File: src/rtl/cpu_complex_sequencer.sv
// cpu_complex_sequencer
//   Sequences the shared multi-cycle multiply and divide units for M-extension
//   ops issued by execute. It latches the operands of a tagged request, holds
//   them for the unit latency, then registers the selected result word and
//   reports completion by updating o_tag. A request is complete when
//   o_tag == i_tag.
//
// Ports
//   i_clock, i_reset        clock; synchronous active-high reset
//   i_request/i_tag/i_op    complex op presented by execute (held until done)
//   i_rs1, i_rs2            source operands, sampled in the accept cycle only
//   o_busy                  combinational stall to execute
//   o_op1, o_op2            registered operands to the multiplier and divider
//   o_mul_signed            multiplier signed mode (MUL/MULH)
//   o_div_signed            divider signed mode (DIV/REM)
//   i_mul_result            64-bit product from the multiplier
//   i_div_result            quotient from the divider
//   i_div_remainder         remainder from the divider
//   o_valid                 one-cycle completion pulse
//   o_tag, o_result         tag/result of the last completed op (held)
//   o_fault                 sticky illegal-op flag, cleared only by reset
//
// Configuration
//   CPU_COMPLEX_DIV_ZERO_FASTPATH_EN: when defined, a divide with i_rs2 == 0
//   completes on its accept edge (quotient all ones, remainder i_rs1) instead
//   of waiting out the divider latency.

module cpu_complex_sequencer #(
  parameter int unsigned TAG_WIDTH   = 4,
  parameter int unsigned MUL_LATENCY = 3,
  parameter int unsigned DIV_LATENCY = 16
) (
  input  logic                 i_clock,
  input  logic                 i_reset,
  input  logic                 i_request,
  input  logic [TAG_WIDTH-1:0] i_tag,
  input  logic [2:0]           i_op,
  input  logic [31:0]          i_rs1,
  input  logic [31:0]          i_rs2,
  output logic                 o_busy,
  output logic [31:0]          o_op1,
  output logic [31:0]          o_op2,
  output logic                 o_mul_signed,
  output logic                 o_div_signed,
  input  logic [63:0]          i_mul_result,
  input  logic [31:0]          i_div_result,
  input  logic [31:0]          i_div_remainder,
  output logic                 o_valid,
  output logic [TAG_WIDTH-1:0] o_tag,
  output logic [31:0]          o_result,
  output logic                 o_fault
);

  localparam int unsigned MAX_LAT = (MUL_LATENCY > DIV_LATENCY) ? MUL_LATENCY : DIV_LATENCY;
  localparam int unsigned CNT_W   = $clog2(MAX_LAT) + 1;
  localparam logic [CNT_W-1:0] MUL_LAST = CNT_W'(MUL_LATENCY - 1);
  localparam logic [CNT_W-1:0] DIV_LAST = CNT_W'(DIV_LATENCY - 1);

  typedef enum logic [1:0] {IDLE, MUL_WAIT, DIV_WAIT} state_t;

  state_t                 state, state_nxt;
  logic [CNT_W-1:0]       count, count_nxt;
  logic [2:0]             op_q, op_nxt;
  logic [TAG_WIDTH-1:0]   tag_q, tag_nxt;
  logic [31:0]            op1_nxt, op2_nxt, result_nxt;
  logic                   mul_signed_nxt, div_signed_nxt;
  logic                   valid_nxt, fault_nxt;
  logic [TAG_WIDTH-1:0]   o_tag_nxt;
  logic                   new_req_c;

  // A request whose tag already matches o_tag has completed and is ignored.
  assign new_req_c = i_request && (i_tag != o_tag);
  assign o_busy    = (state != IDLE) || new_req_c;

  // State and output registers
  always_ff @(posedge i_clock) begin
    if (i_reset) begin
      state        <= IDLE;
      count        <= '0;
      op_q         <= '0;
      tag_q        <= '0;
      o_op1        <= '0;
      o_op2        <= '0;
      o_mul_signed <= 1'b0;
      o_div_signed <= 1'b0;
      o_valid      <= 1'b0;
      o_tag        <= '0;
      o_result     <= '0;
      o_fault      <= 1'b0;
    end else begin
      state        <= state_nxt;
      count        <= count_nxt;
      op_q         <= op_nxt;
      tag_q        <= tag_nxt;
      o_op1        <= op1_nxt;
      o_op2        <= op2_nxt;
      o_mul_signed <= mul_signed_nxt;
      o_div_signed <= div_signed_nxt;
      o_valid      <= valid_nxt;
      o_tag        <= o_tag_nxt;
      o_result     <= result_nxt;
      o_fault      <= fault_nxt;
    end
  end

  // Next-state and registered-output logic
  always_comb begin
    state_nxt      = state;
    count_nxt      = count;
    op_nxt         = op_q;
    tag_nxt        = tag_q;
    op1_nxt        = o_op1;
    op2_nxt        = o_op2;
    mul_signed_nxt = o_mul_signed;
    div_signed_nxt = o_div_signed;
    valid_nxt      = 1'b0;
    o_tag_nxt      = o_tag;
    result_nxt     = o_result;
    fault_nxt      = o_fault;

    unique case (state)
      IDLE: begin
        if (new_req_c) begin
          if (i_op == 3'd3) begin
            fault_nxt = 1'b1;
          end else begin
            op1_nxt        = i_rs1;
            op2_nxt        = i_rs2;
            op_nxt         = i_op;
            tag_nxt        = i_tag;
            mul_signed_nxt = (i_op == 3'd0) || (i_op == 3'd1);
            div_signed_nxt = (i_op == 3'd4) || (i_op == 3'd6);
            count_nxt      = '0;
`ifdef CPU_COMPLEX_DIV_ZERO_FASTPATH_EN
            // Divide by zero has a fixed answer, so skip the divider entirely.
            if (i_op[2] && (i_rs2 == 32'd0)) begin
              valid_nxt  = 1'b1;
              o_tag_nxt  = i_tag;
              result_nxt = i_op[1] ? i_rs1 : 32'hFFFF_FFFF;
            end else begin
              state_nxt = i_op[2] ? DIV_WAIT : MUL_WAIT;
            end
`else
            state_nxt = i_op[2] ? DIV_WAIT : MUL_WAIT;
`endif
          end
        end
      end

      MUL_WAIT: begin
        if (count == MUL_LAST) begin
          valid_nxt  = 1'b1;
          o_tag_nxt  = tag_q;
          // MUL takes the low word; MULH/MULHU the high word.
          result_nxt = (op_q == 3'd0) ? i_mul_result[31:0] : i_mul_result[63:32];
          state_nxt  = IDLE;
        end else begin
          count_nxt = count + CNT_W'(1);
        end
      end

      DIV_WAIT: begin
        if (count == DIV_LAST) begin
          valid_nxt  = 1'b1;
          o_tag_nxt  = tag_q;
          // op bit 1 separates REM/REMU from DIV/DIVU.
          result_nxt = op_q[1] ? i_div_remainder : i_div_result;
          state_nxt  = IDLE;
        end else begin
          count_nxt = count + CNT_W'(1);
        end
      end

      default: state_nxt = IDLE;
    endcase
  end

endmodule
File: config.mk
export PLATFORM = sky130hd
export DESIGN_NAME = cpu_complex_sequencer
export DESIGN_NICKNAME = d
export VERILOG_FILES = /design/src/rtl/cpu_complex_sequencer.sv
export SDC_FILE = /design/constraint.sdc
export NUM_CORES = 1
export LEC_CHECK = 0
export BUFFER_PORTS_ARGS = -buffer_cell sky130_fd_sc_hd__buf_2
export CORE_MARGIN = 2
export CORE_UTILIZATION = 30
export CTS_CLUSTER_DIAMETER = 40
export DETAILED_ROUTE_END_ITERATION = 6
export PLACE_DENSITY = 0.58
export SYNTH_ARGS = -nofsm -noshare
export SYNTH_HDL_FRONTEND = slang
export SYNTH_SLANG_ARGS = --single-unit
File: constraint.sdc
create_clock -name i_clock -period 3.4 [get_ports i_clock]
set_clock_uncertainty 0.05 [all_clocks]
set_input_delay 0 -clock i_clock [delete_from_list [all_inputs] [get_ports i_clock]]
set_output_delay 0 -clock i_clock [all_outputs]
set_load 0.05 [all_outputs]
Word level (Yosys, flattened, before mapping):

Cells that the tools add are included.

* add/subtract/negate cells: 1
* eq/ne operators: 15
* multiplexer cells: 22
* bitwise logic cells: 1
* reductions and logical operators: 15

Operators with widths (number)
* $mux W32: 4
* $pmux W32 S2: 1
* $mux W5: 4
* $pmux W5 S3: 1
* $ne A2 B2 Y1 const B: 6
* $mux W2: 5
* $reduce_and A3 Y1: 3
* $mux W4: 2
* $pmux W4 S2: 1
* $eq A3 B3 Y1 const B: 2
* $logic_not A3 Y1: 2
* $pmux W2 S3: 1
* $add A5 B1 Y5 const B: 1
* $eq A5 B2 Y1 const B: 1
* $eq A5 B4 Y1 const B: 1
* $reduce_and A5 Y1: 1
* $ne A4 B4 Y1: 1
* $reduce_and A4 Y1: 1
* $reduce_bool A2 Y1: 2
* $eq A3 B1 Y1 const B: 1
* $eq A3 B2 Y1 const B: 1
* $logic_or A1 B1 Y1: 3
* $reduce_bool A3 Y1: 1
* $eq A2 B1 Y1 const B: 1
* other kinds (6): 7

* bits in registers: 118
* bits of input ports: 202
* output and inout bits: 105
* word-level logic and storage cells: 66

Logic depth before layout (Yosys ltp):

Gate-level depths: netlist of run 1.

* word-level depth: 4
* mapped depth: 10
* depth with buffers taken out: 7

Worst setup path before layout of run 1:

Ideal clock, no wire load.

* kind: flip-flop to flip-flop
* start point: reg o_tag[0]
* end point: reg o_op1[0]
* arrival: 1.855 ns
* required time: 3.218 ns
* setup slack: 1.362 ns
* cell stages (with the launch flop): 7
* buffers on the path: 1
* clock period less this slack: 2.038 ns
* cells stage by stage: dfxtp_1 xor2_1 o41ai_1 nor3_2 clkbuf_1 nand2_1 a21oi_1

* cells in the longest elaborated chain, start to end: 3

Ends and longest elaborated chain
* start, declared: RTL line 49 `output logic [TAG_WIDTH-1:0] o_tag,`
* start signal, assigned: RTL line 100 `o_tag <= o_tag_nxt;`
* $ne A4 B4 Y1: RTL line 72 `assign new_req_c = i_request && (i_tag != o_tag);`
* $logic_and A1 B1 Y1: RTL line 72
* $reduce_and A3 Y1 (no source line)
* end signal, assigned: RTL line 95 `o_op1 <= op1_nxt;`
* end, declared: RTL line 41 `output logic [31:0] o_op1,`

No other way between the ends.
A chain may end at the register's enable or synchronous reset.

Worst setup path in the final report of run 1:

* start point: reg count[0]
* end point: reg o_result[29]

* cells in the longest elaborated chain, start to end: 3
* elaborated cells on any way between the ends: 5

Ends and longest elaborated chain
* start, declared: RTL line 62 `logic [CNT_W-1:0] count, count_nxt;`
* start signal, assigned: RTL line 92 `count <= count_nxt;`
* $eq A5 B4 Y1 or $eq A5 B2 Y1 (tied branches): RTL line 163, 151
* $ne A2 B2 Y1 (no source line)
* $reduce_and A3 Y1 (no source line) *
* end signal, assigned: RTL line 101 `o_result <= result_nxt;`
* end, declared: RTL line 50 `output logic [31:0] o_result,`

Mark *: on every way between the ends. The rest lies on a longest branch, timed or not.

==> metrics.txt, run 1 <==
Worst setup EP type register; worst min path class input pin to register; fin crit share 88.4%; sw power 1.60 mW; crit path cell chain inv_1, ha_1, or4b_4, a2bb2oi_2, o21a_2, buf_4, nand3_1, dlygate4sd3_1, a21oi_1; Die ar. 19600 um^2; die height 140 um; switching portion of total power 34.2%; combinational share of power 29.7%; mux contribution to synthesized area 11.5%; GRT Residual Overflow 0; total CTS buffers 17; CTS Buffer Depth 2; worst path arrival time 3.28 ns; pwr dens 495 nW/um^2; worst r2r src count[0]; CTS Sinks 118; initial antenna violation count 1; Final Hold Viols 0; max-slew headroom at the worst pin 29.1%; unrepaired setup endpoints after global routing false; cell area after synthesis 5560 um^2; Critical Path Slowest Stage Cell dlygate4sd3_1; total power 4.67 mW; power share of the clock group 37.1%; n_diodes 0; H-Tree Depth 4; pins over their slew limit 0; Die W 140 um; fill count 1650; status complete, but fails checks; Yosys reg bits 118; Via density 4.65; drt drc 27; Critical Path RT 3.67 ns; Synth Warn # 0; detailed-route via count 6418; core area 18100 um^2; Hold Crit Depth 5; vias in the first global route 6475; crit path launch type register; slew of the pin with the lowest slew margin 1.06 ns; clock-pin slew on the worst setup and hold paths 0.06 ns; DR pass1 iterations 7; minimum clock period 3.00 ns; post-route ant nets 0; worst r2r path cells 9; site row count 49; drt initial violations 380; LEAKAGE 4.28 nW; cell family with most CP delay buffers and inverters; worst vdd ir 0.000328 V; CTS tree yes; max cap viols 0; maximum clock rate 0.333 GHz; clk_lat worst skew 0.41 ns; final setup TNS 0 ns; Initial Util 30.7%; final WL 20300 um; Nets 1348; mean routed wirelength per cell 14.7 um; Root Driver clkbuf_16; first-pass GRT wire length 32500 um; reg-to-reg slack, setup 0.40 ns; layout cells sized above 1 34.5%; worst stage delay on the critical path 0.57 ns; Mean Syn Cell Area 8.02 um^2; Buffers & Inverters on Critical Path 3; Mapped Cells 693; critical path depth 9; P_int 3.07 mW; pin count of the biggest net entering global routing 94; startpoint of the worst hold path i_div_result[27]; Crit Path Max Fanout 17; Hold Path End o_result[27]; GPL Wtd Cong 0.775; Final setup viols 0; Syn Nets 902; RR Endpoint o_result[29]; Crit Path Category register to register; Compound-Gate Fraction of Synth Area 14.3%; Flop pwr share 33.2%; largest family of logic cells by synthesized area simple AND/OR/NAND/NOR gates; I/O Pins 307; Post-Synth Adder-Cell Area 1.58%; Synth Area in XOR/XNOR 0.631%; violated checks DRC; synth unique cells 40; sequential area share after synthesis 42.5%; simple-gate share of the synthesized area 24.6%; I/O Buffers 306; area grow syn2layout 69.8%; total global-route track usage 20.5%; hpwl dp 12900 um
## state kept, by name, indices dropped and copies added (netlist names)
| register | flops |
|---|---|
| o_op1 | 32 |
| o_op2 | 32 |
| o_result | 32 |
| count | 5 |
| o_tag | 4 |
| tag_q | 4 |
| op_q | 3 |
| state | 2 |
| o_div_signed | 1 |
| o_fault | 1 |
| o_mul_signed | 1 |
| o_valid | 1 |
## worst register-to-register path, cell delays in order, from the launching register on
cell,delay [ns]
dfxtp_1,0.34
inv_1,0.07
ha_1,0.15
or4b_4,0.47
a2bb2oi_2,0.25
o21a_2,0.47
buf_4,0.34
nand3_1,0.10
dlygate4sd3_1,0.57
a21oi_1,0.12
## cell usage after synthesis (all sizes together)
cell,n,area [um^2]
nand2,251,942
dfxtp,118,2360
a21oi,115,651
mux2i,64,641
nand3,36,280
clkbuf,27,101
buf,23,140
o21ai,9,45.0
ha,7,87.6
inv,6,22.5
nor3,4,30.0
or4,4,30.0
xor2,4,35.0
nor2,3,11.3
a2bb2oi,2,23.8
nand2b,2,12.5
a221oi,1,8.76
a22oi,1,7.51
a31oi,1,6.26
a41oi,1,8.76
and3,1,6.26
clkinv,1,3.75
nand3b,1,7.51
nand4,1,6.26
nor2b,1,6.26
nor4b,1,8.76
o21a,1,7.51
o31ai,1,7.51
o32ai,1,8.76
o41a,1,11.3
o41ai,1,8.76
or2,1,6.26
or3,1,6.26
or4b,1,13.8
## layout by cell type (no fill, tap or decap), types with 2 or more instances in the layout
cell           instances
o21ai_0                8
nand2_1              251
dfxtp_1              117
inv_1                  6
or4_1                  4
nand3_2               21
buf_4                 12
buf_2                305
inv_6                  4
clkinv_4               2
xor2_1                 4
a21oi_2               20
nand3_1               15
clkinvlp_4             4
dlygate4sd3_1        159
nand2b_1               2
a21oi_1               95
nor3_4                 2
clkbuf_8               2
nor3_1                 2
nor2_1                 3
ha_1                   7
mux2i_1               64
clkbuf_16             17
## logic make-up (layout without fill, tap and decap cells)
| kind of cell | count (synthesis) | count (layout) |
|---|---|---|
| AOI/OAI and AO/OA | 135 | 135 |
| xor gates and xnor gates | 4 | 4 |
| adders and majority gates | 7 | 7 |
| buffers and inverters | 57 | 516 |
| DFF | 118 | 118 |
| muxes | 64 | 64 |
| and+or+nand+nor | 308 | 308 |
## final cells by class
class | count | area [um^2] | share of cell area, %
repair buffers | 477 | 3230 | 34.2
clock inverters | 12 | 118 | 1.25
multi-input cells | 518 | 2960 | 31.3
flip-flops and latches | 118 | 2360 | 25.1
well taps | 229 | 287 | 3.04
inverters | 7 | 26.3 | 0.279
clock buffers | 20 | 457 | 4.84
## worst max-delay path by stage
stage,from,slack [ns],end
after detailed placement,count[0],0.92,o_result[24]
after global placement,count[0],0.98,o_result[22]
after CTS,count[0],0.35,o_result[29]
after floorplan,o_tag[0],1.36,o_op1[0]
after global routing,count[0],0.15,o_result[29]
final,count[0],0.40,o_result[29]
## routing by layer
metal | vias up | track usage (%) | share of wire [%] | wire length, um
met4 | 2 | 8.03 | 2.3 | 460
li1 | 3221 | - | - | -
met2 | 248 | 36.8 | 50 | 10100
met3 | 36 | 5.20 | 6.6 | 1330
met5 | - | 0 | 0.064 | 13
met1 | 2911 | 23.4 | 41 | 8320
## timing repair
item,in CTS,in global routing
endpoints found under the hold margin,106,0
gates resized for setup,0,0
endpoints found under the setup margin,0,0
hold buffers,159,0
setup buffers,0,0
## stage by stage
| stage | util, % | hold WS (ns) | cells | worst slack, ns | area (um^2) |
|---|---|---|---|---|---|
| detailed placement | 40.2 | 0.195 | 1190 | 0.918 | 7270 |
| floorplan | - | 0.0512 | 693 | 1.36 | 5560 |
| global placement | 40.2 | 0.190 | 1190 | 0.979 | 7270 |
| global route | 52.2 | 0.0284 | 1381 | 0.152 | 9430 |
| finish | 52.2 | 0.0134 | 1381 | 0.396 | 9430 |
| CTS | 52.2 | 0.00945 | 1381 | 0.350 | 9430 |
## power groups by stage
stage | Clock [mW] | Combinational (mW) | Sequential [mW]
6_report | 1.74 | 1.39 | 1.55
5_1_grt | 1.86 | 1.50 | 1.56
3_5_place_dp | 0 | 1.19 | 1.58
2_1_floorplan | 0 | 0.494 | 1.92
4_1_cts | 1.79 | 1.39 | 1.55
3_3_place_gp | 0 | 1.18 | 1.58
Note: power is estimated with default switching activity, not from simulation.
==> inputs of run 2 (changes only) <==
Settings changed: CORE_AREA set to 2 2 118 120, CORE_MARGIN 2 to not set, CORE_UTILIZATION 30 to not set, CTS_BUF_LIST set to sky130_fd_sc_hd__clkbuf_4 sky130_fd_sc_hd__clkbuf_8 sky130_fd_sc_hd__clkbuf_16, DIE_AREA set to 0 0 120 122, PLACE_DENSITY 0.58 to 0.76.
==> run 2 against run 1 <==
  * The run now ends clean
  * Via count grew 6.0%
  * Cell area shrank 0.84%
  * Core utilization grew 17 points
  * Critical path depth is the same
  * Register-to-register slack lost 0.03 ns
  * First-iteration DRC count grew 3.7%
  * Wire length grew 5.3%
  * Critical endpoint is now o_result[27]
  * Highest routed layer is now met4
==> metrics.txt, run 2 (same netlist as run 1, synthesis figures left out) <==
slew of the pin with the lowest slew margin 1.18 ns; area grow syn2layout 68.4%; I/O Buffers 306; fill count 964; DR pass1 iterations 5; biggest regs o_op1: 32 flops, o_op2: 32 flops, o_result: 32 flops; Nets 1351; fin worst setup slack 0.364 ns; drt initial violations 394; Die W 120 um; Die ar. 14600 um^2; worst path arrival time 3.32 ns; crit path cell chain inv_1, ha_1, or4b_4, a2bb2oi_2, o21a_2, buf_4, nand3_1, dlygate4sd3_1, a21oi_1; unrepaired setup endpoints after global routing false; commonest non-fill, non-tap cell in the layout buf_2; maximum clock rate 0.329 GHz; cell family with most CP delay buffers and inverters; layout cells sized above 1 34.3%; M1 GR Usage 30.4%; total power 4.55 mW; fin crit share 89.3%; worst r2r src count[0]; status complete, no violations; worst vdd ir 0.000411 V; worst r2r path cells 9; final setup TNS 0 ns; hpwl dp 12100 um; dpl ws 0.700 ns; Crit Path Max Fanout 28; Final Hold Viols 0; first-pass GRT wire length 32700 um; reg-to-reg slack, setup 0.36 ns; drt drc 0; final WL 21300 um; RR Endpoint o_result[27]; worst min path class input pin to register; die height 122 um; Buffers & Inverters on Critical Path 3; post-route ant nets 0; clk_lat worst skew 0.40 ns; pin count of the biggest net entering global routing 81; total global-route track usage 28.4%; crit path from count[0]; minimum clock period 3.04 ns; pins over their slew limit 0; crit path launch type register; n_diodes 0; site row count 43; Critical Path Slowest Stage Cell dlygate4sd3_1; Top Usage Layer GRT met2; I/O Pins 307; max-slew headroom at the worst pin 20.9%; GPL Wtd Cong 0.787; core area 13500 um^2; pwr dens 487 nW/um^2; CTS tree yes; GR Layer Usage met2 49.5%; critical path depth 9; total CTS buffers 17; last element of the critical path o_result[27]; vias in the first global route 6712; GRT met3 Usage 9.36%; clock-pin slew on the worst setup and hold paths 0.06 ns; LEAKAGE 4.26 nW; Critical Path RT 3.69 ns; FF+latch area 2360 um^2; Root Driver clkbuf_16; CTS Sinks 118; Final setup viols 0; Post-CTS Resized 0; Crit Path Category register to register; worst stage delay on the critical path 0.61 ns; H-Tree Depth 4; CTS Buffer Depth 2; Via density 5.10; max cap viols 0; GRT Residual Overflow 0; most frequent cells in the layout 305 x buf_2, 251 x nand2_1, 164 x dlygate4sd3_1, 117 x dfxtp_1, 95 x a21oi_1; mean routed wirelength per cell 16.0 um; initial antenna violation count 0; detailed-route via count 6801; Multi-input gate area 2960 um^2; Final Core Density 69.3%; Worst setup EP type register; Initial Util 41.1%
run 2: cell count changes in the layout (fill, tap and decap cells not counted):
| cell | change |
|---|---|
| dlygate4sd3_1 | +5 |
| clkinv_2 | +4 |
| inv_6 | -3 |
| buf_12 | -1 |
| buf_4 | -1 |
| bufinv_16 | -1 |
| clkbuf_1 | -1 |
run 2: worst min path at each step:
stage | from | end | slack, ns | cells past startpoint
after floorplan | i_op[0] | o_div_signed | 0.05 | 1
after global routing | i_mul_result[29] | o_result[29] | 0.05 | 5
final | i_mul_result[29] | o_result[29] | 0.05 | 5
after global placement | i_rs2[12] | o_op2[12] | 0.19 | 3
after detailed placement | i_op[0] | o_div_signed | 0.19 | 2
after CTS | i_mul_result[61] | o_result[29] | 0.008 | 5
run 2: area by class of cell:
cell class	count	share of cell area, %
clock buffers	19	4.84
flip-flops and latches	118	25.3
well taps	180	2.41
clock inverters	12	0.869
inverters	7	0.281
multi-input cells	518	31.6
repair buffers	480	34.7
run 2: worst min-delay path, stage by stage:
cell     delay [ns]
buf_2          0.08
mux2i_1        0.06
nand2_1        0.06
nand3_1        0.12
a21oi_1        0.15
run 2: routing by layer:
layer,part of all wire (%),routed length [um]
met5,0,0
met4,3.8,821
met3,9.9,2110
met2,49,10400
met1,37,7970
run 2: repair_timing:
item / in CTS / in global routing
buffers inserted: 0 / 0
hold buffers: 164 / 0
endpoints found under the hold margin: 107 / 0
run 2: per-stage QoR:
step	hold WS (ns)	cell area (um^2)	std cells
global placement	0.190	7180	1139
detailed placement	0.190	7180	1139
finish	0.0485	9360	1334
floorplan	0.0512	5560	693
global route	0.0467	9360	1334
CTS	0.00796	9360	1334
run 2: power breakdown:
part	total, mW	internal, mW	leakage (nW)	switching (mW)
Clock	1.60	0.960	0.257	0.637
Combinational	1.40	0.526	3.04	0.876
Sequential	1.55	1.49	0.965	0.0603
==> inputs of run 3 (changes only) <==
Settings changed: ABC_AREA set to 1.
==> run 3 against run 2 <==
  * Register-to-register slack lost 0.17 ns
  * Highest routed layer unchanged
  * Largest power group is now combinational logic
  * Cell count grew 8.2%
  * Clock-buffer cell count is 2 higher
  * Maximum frequency shrank 5.2%
==> metrics.txt, run 3 <==
WHS 0.0450 ns; cell family with most CP delay buffers and inverters; GPL Wtd Cong 0.851; Final setup viols 0; RR Endpoint o_result[15]; final setup TNS 0 ns; first-pass GRT wire length 35100 um; CTS Buffer Depth 2; vias in the first global route 7433; Async S/R FF share, synth 0%; max cap viols 0; Most used DFF post-synth dfxtp_1; Crit Path Category register to register; core area 13500 um^2; drt drc 0; mean routed wirelength per cell 15.7 um; sequential area share after synthesis 42.3%; total power 7.49 mW; drt initial violations 549; area grow syn2layout 68.8%; crit path launch type register; power share of the clock group 23.8%; count leader, synth nor2_1; GRT Residual Overflow 0; Worst setup EP type register; Flop pwr share 25.2%; Mean Syn Cell Area 6.95 um^2; worst stage delay on the critical path 0.57 ns; worst r2r src op_q[1]; critical path depth 10; switching portion of total power 45.3%; Critical Path Slowest Stage Cell dlygate4sd3_1; I/O Pins 307; die height 122 um; P_int 4.10 mW; total CTS buffers 17; Yosys reg bits 118; site row count 43; most frequent cells in the layout 306 x buf_2, 173 x nor2_1, 170 x dlygate4sd3_1, 134 x o21ai_0, 118 x dfxtp_1; pwr dens 794 nW/um^2; startpoint of the worst hold path i_div_remainder[27]; design area 9420 um^2; status complete, no violations; DP Area 7100 um^2; commonest non-fill, non-tap cell in the layout buf_2; DR pass1 iterations 5; Nets 1459; Via density 5.20; post-route ant nets 0; CTS Sinks 118; sw power 3.39 mW; Initial Util 41.3%; maximum clock rate 0.312 GHz; max-slew headroom at the worst pin 25.1%; initial antenna violation count 0; commonest cells in the netlist 173 x nor2_1, 134 x o21ai_0, 118 x dfxtp_1, 99 x nand2_1, 80 x nand3_1; clk_lat worst skew 0.41 ns; pins over their slew limit 0; Die ar. 14600 um^2; Hold Path End o_result[27]; cell area after synthesis 5580 um^2; clock-pin slew on the worst setup and hold paths 0.06 ns; layout cells sized above 1 30.1%; Die W 120 um; worst r2r path cells 10; worst path arrival time 3.44 ns; Compound-Gate Fraction of Synth Area 20.7%; n_diodes 0; Synth top area share 42.3%; unrepaired setup endpoints after global routing false; I/O Buffers 306; slew of the pin with the lowest slew margin 1.12 ns; Buffers & Inverters on Critical Path 5; Syn Nets 1012; simple-gate share of the synthesized area 28.3%; synth unique cells 26; detailed-route via count 7503; dpl ws 0.917 ns; combinational share of power 50.9%; biggest regs o_op1: 32 flops, o_op2: 32 flops, o_result: 32 flops; Synth Warn # 0; Post-Synth Adder-Cell Area 1.57%; Root Driver clkbuf_16; H-Tree Depth 4; reg-to-reg slack, setup 0.20 ns; Crit Path Max Fanout 34; crit path cell chain buf_4, nor3_4, buf_4, clkinvlp_4, nor2_1, nor2_1, dlygate4sd3_1, nor2_1, dlygate4sd3_1, nor2_1; top post-synthesis cells by area dfxtp_1 42%, o21ai_0 12%, nor2_1 12%; fin worst setup slack 0.199 ns; Mapped Cells 803; cell taking the most area after synthesis dfxtp_1; Top cell by count, worst path nor2_1; Synth Area in XOR/XNOR 0%; total global-route track usage 29.8%; worst vdd ir 0.000452 V; fin crit share 94.1%; worst min path class input pin to register; pin count of the biggest net entering global routing 74; CTS tree yes; Final Hold Viols 0; LEAKAGE 4.48 nW; Post-synth EDFFs 0; Hold Crit Depth 5; final WL 22600 um; mux contribution to synthesized area 0%; minimum clock period 3.20 ns; largest family of logic cells by synthesized area simple AND/OR/NAND/NOR gates; hpwl dp 12600 um; Critical Path RT 3.64 ns
run 3: how the worst max path moves through the flow:
stage          startpoint      endpoint  slack [ns]
6_report          op_q[1]  o_result[15]        0.20
5_1_grt          state[0]  o_result[12]        0.07
3_3_place_gp     state[0]  o_result[30]        1.05
3_5_place_dp     state[0]  o_result[27]        0.92
2_1_floorplan    o_tag[3]      count[0]        1.61
4_1_cts           op_q[1]  o_result[18]        0.08
run 3: area by class of cell:
type | count | area [um^2]
Clock buffer | 21 | 462
Fill cell | 1030 | 4080
Tap cell | 180 | 225
Clock inverter | 11 | 125
Timing Repair inverter | 1 | 7.51
Multi-Input combinational cell | 601 | 2820
Sequential cell | 118 | 2360
Timing Repair Buffer | 485 | 3310
Inverter | 26 | 104
run 3: worst reg2reg max path: stages, from the launching register on:
cell and delay (ns):
dfxtp_1 0.30, buf_4 0.23, nor3_4 0.13, buf_4 0.36, clkinvlp_4 0.47, nor2_1 0.20, nor2_1 0.07, dlygate4sd3_1 0.56
nor2_1 0.11, dlygate4sd3_1 0.57, nor2_1 0.04
run 3: metrics by stage:
| step | instances | utilization, % |
|---|---|---|
| after floorplan | 803 | - |
| after global placement | 1239 | 52.6 |
| after detailed placement | 1239 | 52.6 |
| after CTS | 1441 | 69.5 |
| after global routing | 1443 | 69.8 |
| final | 1443 | 69.8 |
run 3: power by group through the flow:
stage | registers, mW | clock network [mW] | logic (mW)
5_1_grt | 1.92 | 1.87 | 4.12
3_3_place_gp | 1.89 | 0 | 3.14
4_1_cts | 1.87 | 1.80 | 3.67
6_report | 1.89 | 1.78 | 3.81
3_5_place_dp | 1.89 | 0 | 3.16
2_1_floorplan | 2.79 | 0 | 1.57
run 3: logic make-up after synthesis:
group                      count (synthesis)
buffers and inverters                     84
and+or+nand+nor                          372
adders and majority gates                  7
DFF                                      118
AOI/OAI and AO/OA                        222
run 3: what timing repair did:
| item | 4_1_cts | 5_1_grt |
|---|---|---|
| endpoints found under the setup margin | 0 | 27 |
| hold buffers | 170 | 0 |
| gates resized for setup | 0 | 2 |
| hold endpoints to repair | 109 | 0 |
| buffers inserted | 0 | 1 |
run 3: layer usage:
layer  wire length [um]  part of all wire [%]  GRT usage, %  vias up
met1               8540                    38          31.6     3377
met5                  0                     0             0        -
met3               2030                   9.0          9.50      108
met4               1140                   5.0          18.2        0
met2              10900                    48          51.6      459
li1                   -                     -             -     3559
